===== config.mk =====
export PLATFORM = sky130hd
export DESIGN_NAME = taillight_decoder
export DESIGN_NICKNAME = d
export VERILOG_FILES = /design/src/rtl/taillight_pkg.sv /design/src/rtl/taillight_decoder_side_tracker.sv /design/src/rtl/taillight_decoder.sv
export SDC_FILE = /design/constraint.sdc
export NUM_CORES = 1
export LEC_CHECK = 0
export CAP_MARGIN = 30
export CELL_PAD_IN_SITES_DETAIL_PLACEMENT = 0
export CELL_PAD_IN_SITES_GLOBAL_PLACEMENT = 1
export CORE_MARGIN = 10
export CORE_UTILIZATION = 46
export DETAILED_ROUTE_END_ITERATION = 8
export PLACE_DENSITY_LB_ADDON = 0.15
export SYNTH_ARGS = -nofsm -noshare
export SYNTH_HDL_FRONTEND = slang
export SYNTH_SLANG_ARGS = --single-unit

===== constraint.sdc =====
create_clock -name clk -period 5.9 [get_ports clk]
set_input_delay 1.18 -clock clk [delete_from_list [all_inputs] [get_ports clk]]
set_output_delay 1.18 -clock clk [all_outputs]
set_load 0.005 [all_outputs]

===== src/rtl/taillight_pkg.sv =====
// Shared types and helpers for the tail-light pattern decoder.
// Halves are handled in normalised inner-to-outer order {outer, middle, inner}.
package taillight_pkg;

  typedef enum logic [2:0] {
    MODE_UNKNOWN = 3'd0,
    IDLE         = 3'd1,
    LEFT         = 3'd2,
    RIGHT        = 3'd3,
    BRAKE        = 3'd4,
    HAZARD       = 3'd5,
    LEFT_BRAKE   = 3'd6,
    RIGHT_BRAKE  = 3'd7
  } mode_t;

  typedef enum logic [2:0] {
    K_UNK   = 3'd0,
    K_OFF   = 3'd1,
    K_SOLID = 3'd2,
    K_SEQ   = 3'd3,
    K_BLINK = 3'd4
  } kind_t;

  // T_CONT is the all-lamps-off gap inside a sequence or blink run.
  typedef enum logic [2:0] {
    T_OFF   = 3'd0,
    T_SOLID = 3'd1,
    T_SEQ   = 3'd2,
    T_BLINK = 3'd3,
    T_CONT  = 3'd4,
    T_BAD   = 3'd5
  } trans_t;

  localparam logic [2:0] H_OFF = 3'b000;
  localparam logic [2:0] H_ALL = 3'b111;

  function automatic trans_t classify(logic [2:0] p, logic [2:0] n);
    if (p == H_OFF && n == H_OFF) return T_OFF;
    if (p == H_ALL && n == H_ALL) return T_SOLID;
    if (p == H_OFF && n == H_ALL) return T_BLINK;
    if (p == H_ALL && n == H_OFF) return T_CONT;
    if ((p == 3'b000 && n == 3'b001) ||
        (p == 3'b001 && n == 3'b011) ||
        (p == 3'b011 && n == 3'b111)) return T_SEQ;
    return T_BAD;
  endfunction

  function automatic mode_t combine(kind_t l, kind_t r, logic same);
    if (l == K_OFF   && r == K_OFF)   return IDLE;
    if (l == K_SEQ   && r == K_OFF)   return LEFT;
    if (l == K_OFF   && r == K_SEQ)   return RIGHT;
    if (l == K_SOLID && r == K_SOLID) return BRAKE;
    if (l == K_SEQ   && r == K_SOLID) return LEFT_BRAKE;
    if (l == K_SOLID && r == K_SEQ)   return RIGHT_BRAKE;
    if (l == K_BLINK && r == K_BLINK && same) return HAZARD;
    return MODE_UNKNOWN;
  endfunction

endpackage


===== src/rtl/taillight_decoder_side_tracker.sv =====
// Per-half run tracker: classifies each sampled transition, keeps a saturating
// run count and reports the half's class once the run is confirmed.
module side_tracker
  import taillight_pkg::*;
#(
  parameter int CONFIRM = 3,
  parameter int CW      = 4
) (
  input  logic       clk,
  input  logic       rst,
  input  logic       step,
  input  logic [2:0] half,
  output kind_t      cls,
  output logic       err
);

  localparam logic [CW-1:0] CMAX = CW'(CONFIRM);

  logic [2:0]    prev;
  kind_t         kind;
  logic [CW-1:0] cnt;

  trans_t        tr;
  kind_t         tk;
  kind_t         kind_nx;
  logic [CW-1:0] cnt_nx;
  logic [CW-1:0] cnt_inc;
  logic          bad;

  assign cnt_inc = (cnt >= CMAX) ? CMAX : cnt + CW'(1);

  always_comb begin
    tr      = classify(prev, half);
    tk      = K_UNK;
    kind_nx = kind;
    cnt_nx  = cnt;
    bad     = 1'b0;
    case (tr)
      T_OFF:   tk = K_OFF;
      T_SOLID: tk = K_SOLID;
      T_SEQ:   tk = K_SEQ;
      T_BLINK: tk = K_BLINK;
      default: tk = K_UNK;
    endcase
    if (tr == T_BAD) begin
      kind_nx = K_UNK;
      cnt_nx  = '0;
      bad     = 1'b1;
    end else if (tr == T_CONT) begin
      // The dark gap only extends runs that naturally contain it.
      if (kind == K_SEQ || kind == K_BLINK) begin
        cnt_nx = cnt_inc;
      end else begin
        kind_nx = K_UNK;
        cnt_nx  = '0;
      end
    end else if (tk == kind) begin
      cnt_nx = cnt_inc;
    end else begin
      kind_nx = tk;
      cnt_nx  = CW'(1);
    end
  end

  always_ff @(posedge clk) begin
    if (!rst) begin
      prev <= H_OFF;
      kind <= K_UNK;
      cnt  <= '0;
      err  <= 1'b0;
    end else begin
      err <= step & bad;
      if (step) begin
        prev <= half;
        kind <= kind_nx;
        cnt  <= cnt_nx;
      end
    end
  end

  assign cls = (cnt >= CMAX) ? kind : K_UNK;

endmodule


===== src/rtl/taillight_decoder.sv =====
// Tail-light pattern monitor: normalises both halves, tracks them independently
// and registers the combined mode, change pulse and sequence-error pulse.
module taillight_decoder
  import taillight_pkg::*;
#(
  parameter int CONFIRM = 3,
  parameter int CW      = 4
) (
  input  logic       clk,
  input  logic       rst,
  input  logic       step,
  input  logic [5:0] pattern,
  output mode_t      mode,
  output logic       mode_valid,
  output logic       mode_chg,
  output logic       seq_error
);

  logic [2:0] n_l;
  logic [2:0] n_r;
  logic [2:0] last_l;
  logic [2:0] last_r;
  logic       step_d;
  kind_t      cls_l;
  kind_t      cls_r;
  logic       err_l;
  logic       err_r;
  mode_t      mode_nx;

  // Right half is mirrored so both trackers see inner lamp at bit 0.
  assign n_l = pattern[5:3];
  assign n_r = {pattern[0], pattern[1], pattern[2]};

  side_tracker #(.CONFIRM(CONFIRM), .CW(CW)) u_left (
    .clk  (clk),
    .rst  (rst),
    .step (step),
    .half (n_l),
    .cls  (cls_l),
    .err  (err_l)
  );

  side_tracker #(.CONFIRM(CONFIRM), .CW(CW)) u_right (
    .clk  (clk),
    .rst  (rst),
    .step (step),
    .half (n_r),
    .cls  (cls_r),
    .err  (err_r)
  );

  assign mode_nx = combine(cls_l, cls_r, last_l == last_r);

  always_ff @(posedge clk) begin
    if (!rst) begin
      last_l     <= H_OFF;
      last_r     <= H_OFF;
      step_d     <= 1'b0;
      mode       <= MODE_UNKNOWN;
      mode_valid <= 1'b0;
      mode_chg   <= 1'b0;
      seq_error  <= 1'b0;
    end else begin
      step_d    <= step;
      seq_error <= err_l | err_r;
      mode_chg  <= 1'b0;
      if (step) begin
        last_l <= n_l;
        last_r <= n_r;
      end
      if (step_d) begin
        mode       <= mode_nx;
        mode_valid <= (mode_nx != MODE_UNKNOWN);
        mode_chg   <= (mode_nx != mode);
      end
    end
  end

endmodule


==> results.md <==
- Worst Path Buf+Inv: 1
- Post-CTS Setup Inserts: 0
- CTS root buf: clkbuf_8
- Setup total negative slack: 0 ps
- Dpl cells: 266
- Largest net degree at the start of global routing: 18
- CTS tree: built
- Finished Layout Cells: 274
- Post-cts resize count: 0
- Crit Path Class: in -> reg
- Routability congestion estimate: 0.859
- Crit Path Max Fanout: 11
- # hold bufs at CTS: 0
- Internal power: 370 uW
- Crit path depth: 6
- Final Core Density: 54.6%
- Mapped Nets: 230
- Max-slew headroom: 50.2%
- Clock Power Share: 43.4%
- Hold WC Path Type: reg -> reg
- Asr flop ratio synth: 0%
- Gate power share: 13.0%
- Drt via density: 5.62
- CTS clk-pin slew, worst paths: 60 ps
- Mapped Area: 1770 sq um
- Clk sinks: 29
- Crit path DAT: 3270 ps
- WL per Instance: 13.8 um
- Avg Cell Area, Syn: 8.10 sq um
- Vias: 1539
- Vias in the first global route: 1400
- Most instantiated library cell after synthesis: nor2_1
- PD cells: 243 nW/um^2
- Post-synth top area cell: dfxtp_1
- Gr ovfl total: 0
- Max Freq: 0.327 GHz
- Worst reg-to-reg path cell count: 6
- Final instance area: 2010 sq um
- CP top delay family: simple AND/OR/NAND/NOR gates
- Area Growth Syn to Fin: 13.5%
- Synth Instances: 219
- Area of the core: 3690 sq um
- MaxCap Viol Count: 0
- Antenna violations before repair: 0
- Synth warn: 0
- Site Rows: 22
- Initial Utilization: 48.1%
- Final ANT Viol Nets: 0
- Post-synth EDFFs: 0
- IO Pins: 15
- Drt pass-1 iters: 4
- CP Capture Type: flop
- Latest clock arrival within the worst-skew pair: 270 ps
- GRT Total Usage: 11.8%
- CP max stage delay: 570 ps
- Outcome: completed
- Sw Pwr: 119 uW
- TritonCTS Buffers: 5
- Setup violations, final: 0
- I/O Buffers: 14
- Routed Wire Length: 3.78 mm
- Tightest Pin Transition: 740 ps
- CP cell instances: clkdlybuf4s50_1 -> nor4b_1 -> nand2_1 -> o21ai_0 -> mux2_2 -> nor2_1
- Worst VDD drop: 108 uV
- #FFs+latches synth: 29
- Antenna cells: 0
- Clock Tree Buf Depth: 2
- Clk_skew: 1.26 ps
- Leakage: 0.000742 uW
- Top post-synthesis cells by count: nor2_1 (32), dfxtp_1 (29), nand2_1 (18), mux2i_1 (14), a21oi_1 (13)
- Nets@finish: 236
- Synth top area cells: dfxtp_1 (33%), mux2i_1 (7.9%), nor2_1 (6.8%), xnor2_1 (4.9%), nand2_1 (3.8%)
- CP Data Required Time: 6110 ps
- Post-layout min period: 3060 ps
- HPWL after DPL: 2.83 mm
- Switching Share: 24.3%
- Die Wd: 82.1 um
- CP startpoint kind: primary input
- Register share of total power: 43.6%
- Die Ht: 82.1 um
- Worst Hold Slack: 441 ps
- Number of library cell types mapped by synthesis: 51
- First-pass GRT wire length: 6.29 mm
- Placed Area: 1900 sq um
- Register area share after synthesis: 32.7%
- Period utilization: 51.9%
- Synth top area share: 32.7%
- CTS H-tree lvls: 2
- Synth Flop Type: dfxtp_1
- Hold Fails Final Rpt: 0
- Die area: 6740 sq um
- Initial DRC Count: 89
- Max Transition Viols Final: 0
- Layout cells sized above 1: 8.41%
- Cell depth of the worst hold path: 2
- RSZ-0062 raised after global routing: no
- Remaining DRCs: 0
- Highest-delay cell along the critical path: clkdlybuf4s50_1
[kinds of logic after synthesis]
family,share of synthesized area (%)
DFF,32.7
xor gates and xnor gates,6.42
muxes,9.17
buffers and inverters,5.36
AOI/OAI and AO/OA,17.7
adders and majority gates,1.41
and+or+nand+nor,27.2
[power by group through the flow]
stage	clock network [uW]	logic, uW	registers, uW
6_report	212	63.4	213
5_1_grt	228	70.5	214
4_1_cts	217	63.7	213
3_5_place_dp	0	63.5	217
3_3_place_gp	0	62.3	217
2_1_floorplan	0	54.2	210
[area by class of cell]
class	count	area, sq um
Clock buffer	7	86.3
Timing Repair Buffer	14	140
Fill cell	342	1670
Sequential cell	29	581
Multi-Input combinational cell	170	1100
Clock inverter	1	30.0
Tap cell	48	60.1
Inverter	5	18.8
[cells in the final DEF (no fill, tap or decap), types with 3 or more instances in the layout]
cell type and n:
clkbuf_8 6, clkdlybuf4s50_1 14, and2_1 8, o21ai_0 6, nor4_1 4, xor2_1 3, nand2_1 18, xnor2_1 10
nor2_1 32, a21oi_1 13, inv_1 4, a31oi_1 3, dfxtp_1 29, mux2i_1 14, and3_1 5, o22ai_1 3
nand3_1 7, nor3_1 6
[worst min-delay path: stages (launching register included)]
cell and delay (ps):
dfxtp_1 310, nor2_1 30, nor2_1 70
[through the flow]
stage	setup WS [ps]	power, uW
2_1_floorplan	3190	264
3_3_place_gp	2660	279
3_5_place_dp	2570	281
4_1_cts	2850	493
5_1_grt	2580	512
6_report	2840	489
[layer usage]
| layer | routed length (um) | GRT usage (%) |
|---|---|---|
| met5 | 0 | 0 |
| met4 | 34 | 3.74 |
| met3 | 157 | 3.56 |
| met2 | 1820 | 19.4 |
| met1 | 1770 | 14.5 |
[worst paths after layout]
check                                      from              to  slack, ps
worst max-delay path                 pattern[4]  u_left.kind[1]       2840
worst min register to register       u_left.err       seq_error        440
worst max register to register  u_right.prev[0]  u_right.cnt[1]       3850
worst min-delay path                 u_left.err       seq_error        440
[flip-flops by register name (all words and copies together) (netlist names), 3 cells and up]
register,flops
u_left.prev,3
u_right.prev,3
mode,3
u_left.cnt,4
u_left.kind,3
u_right.cnt,4
u_right.kind,3
Note: power is estimated with default switching activity, not from simulation.
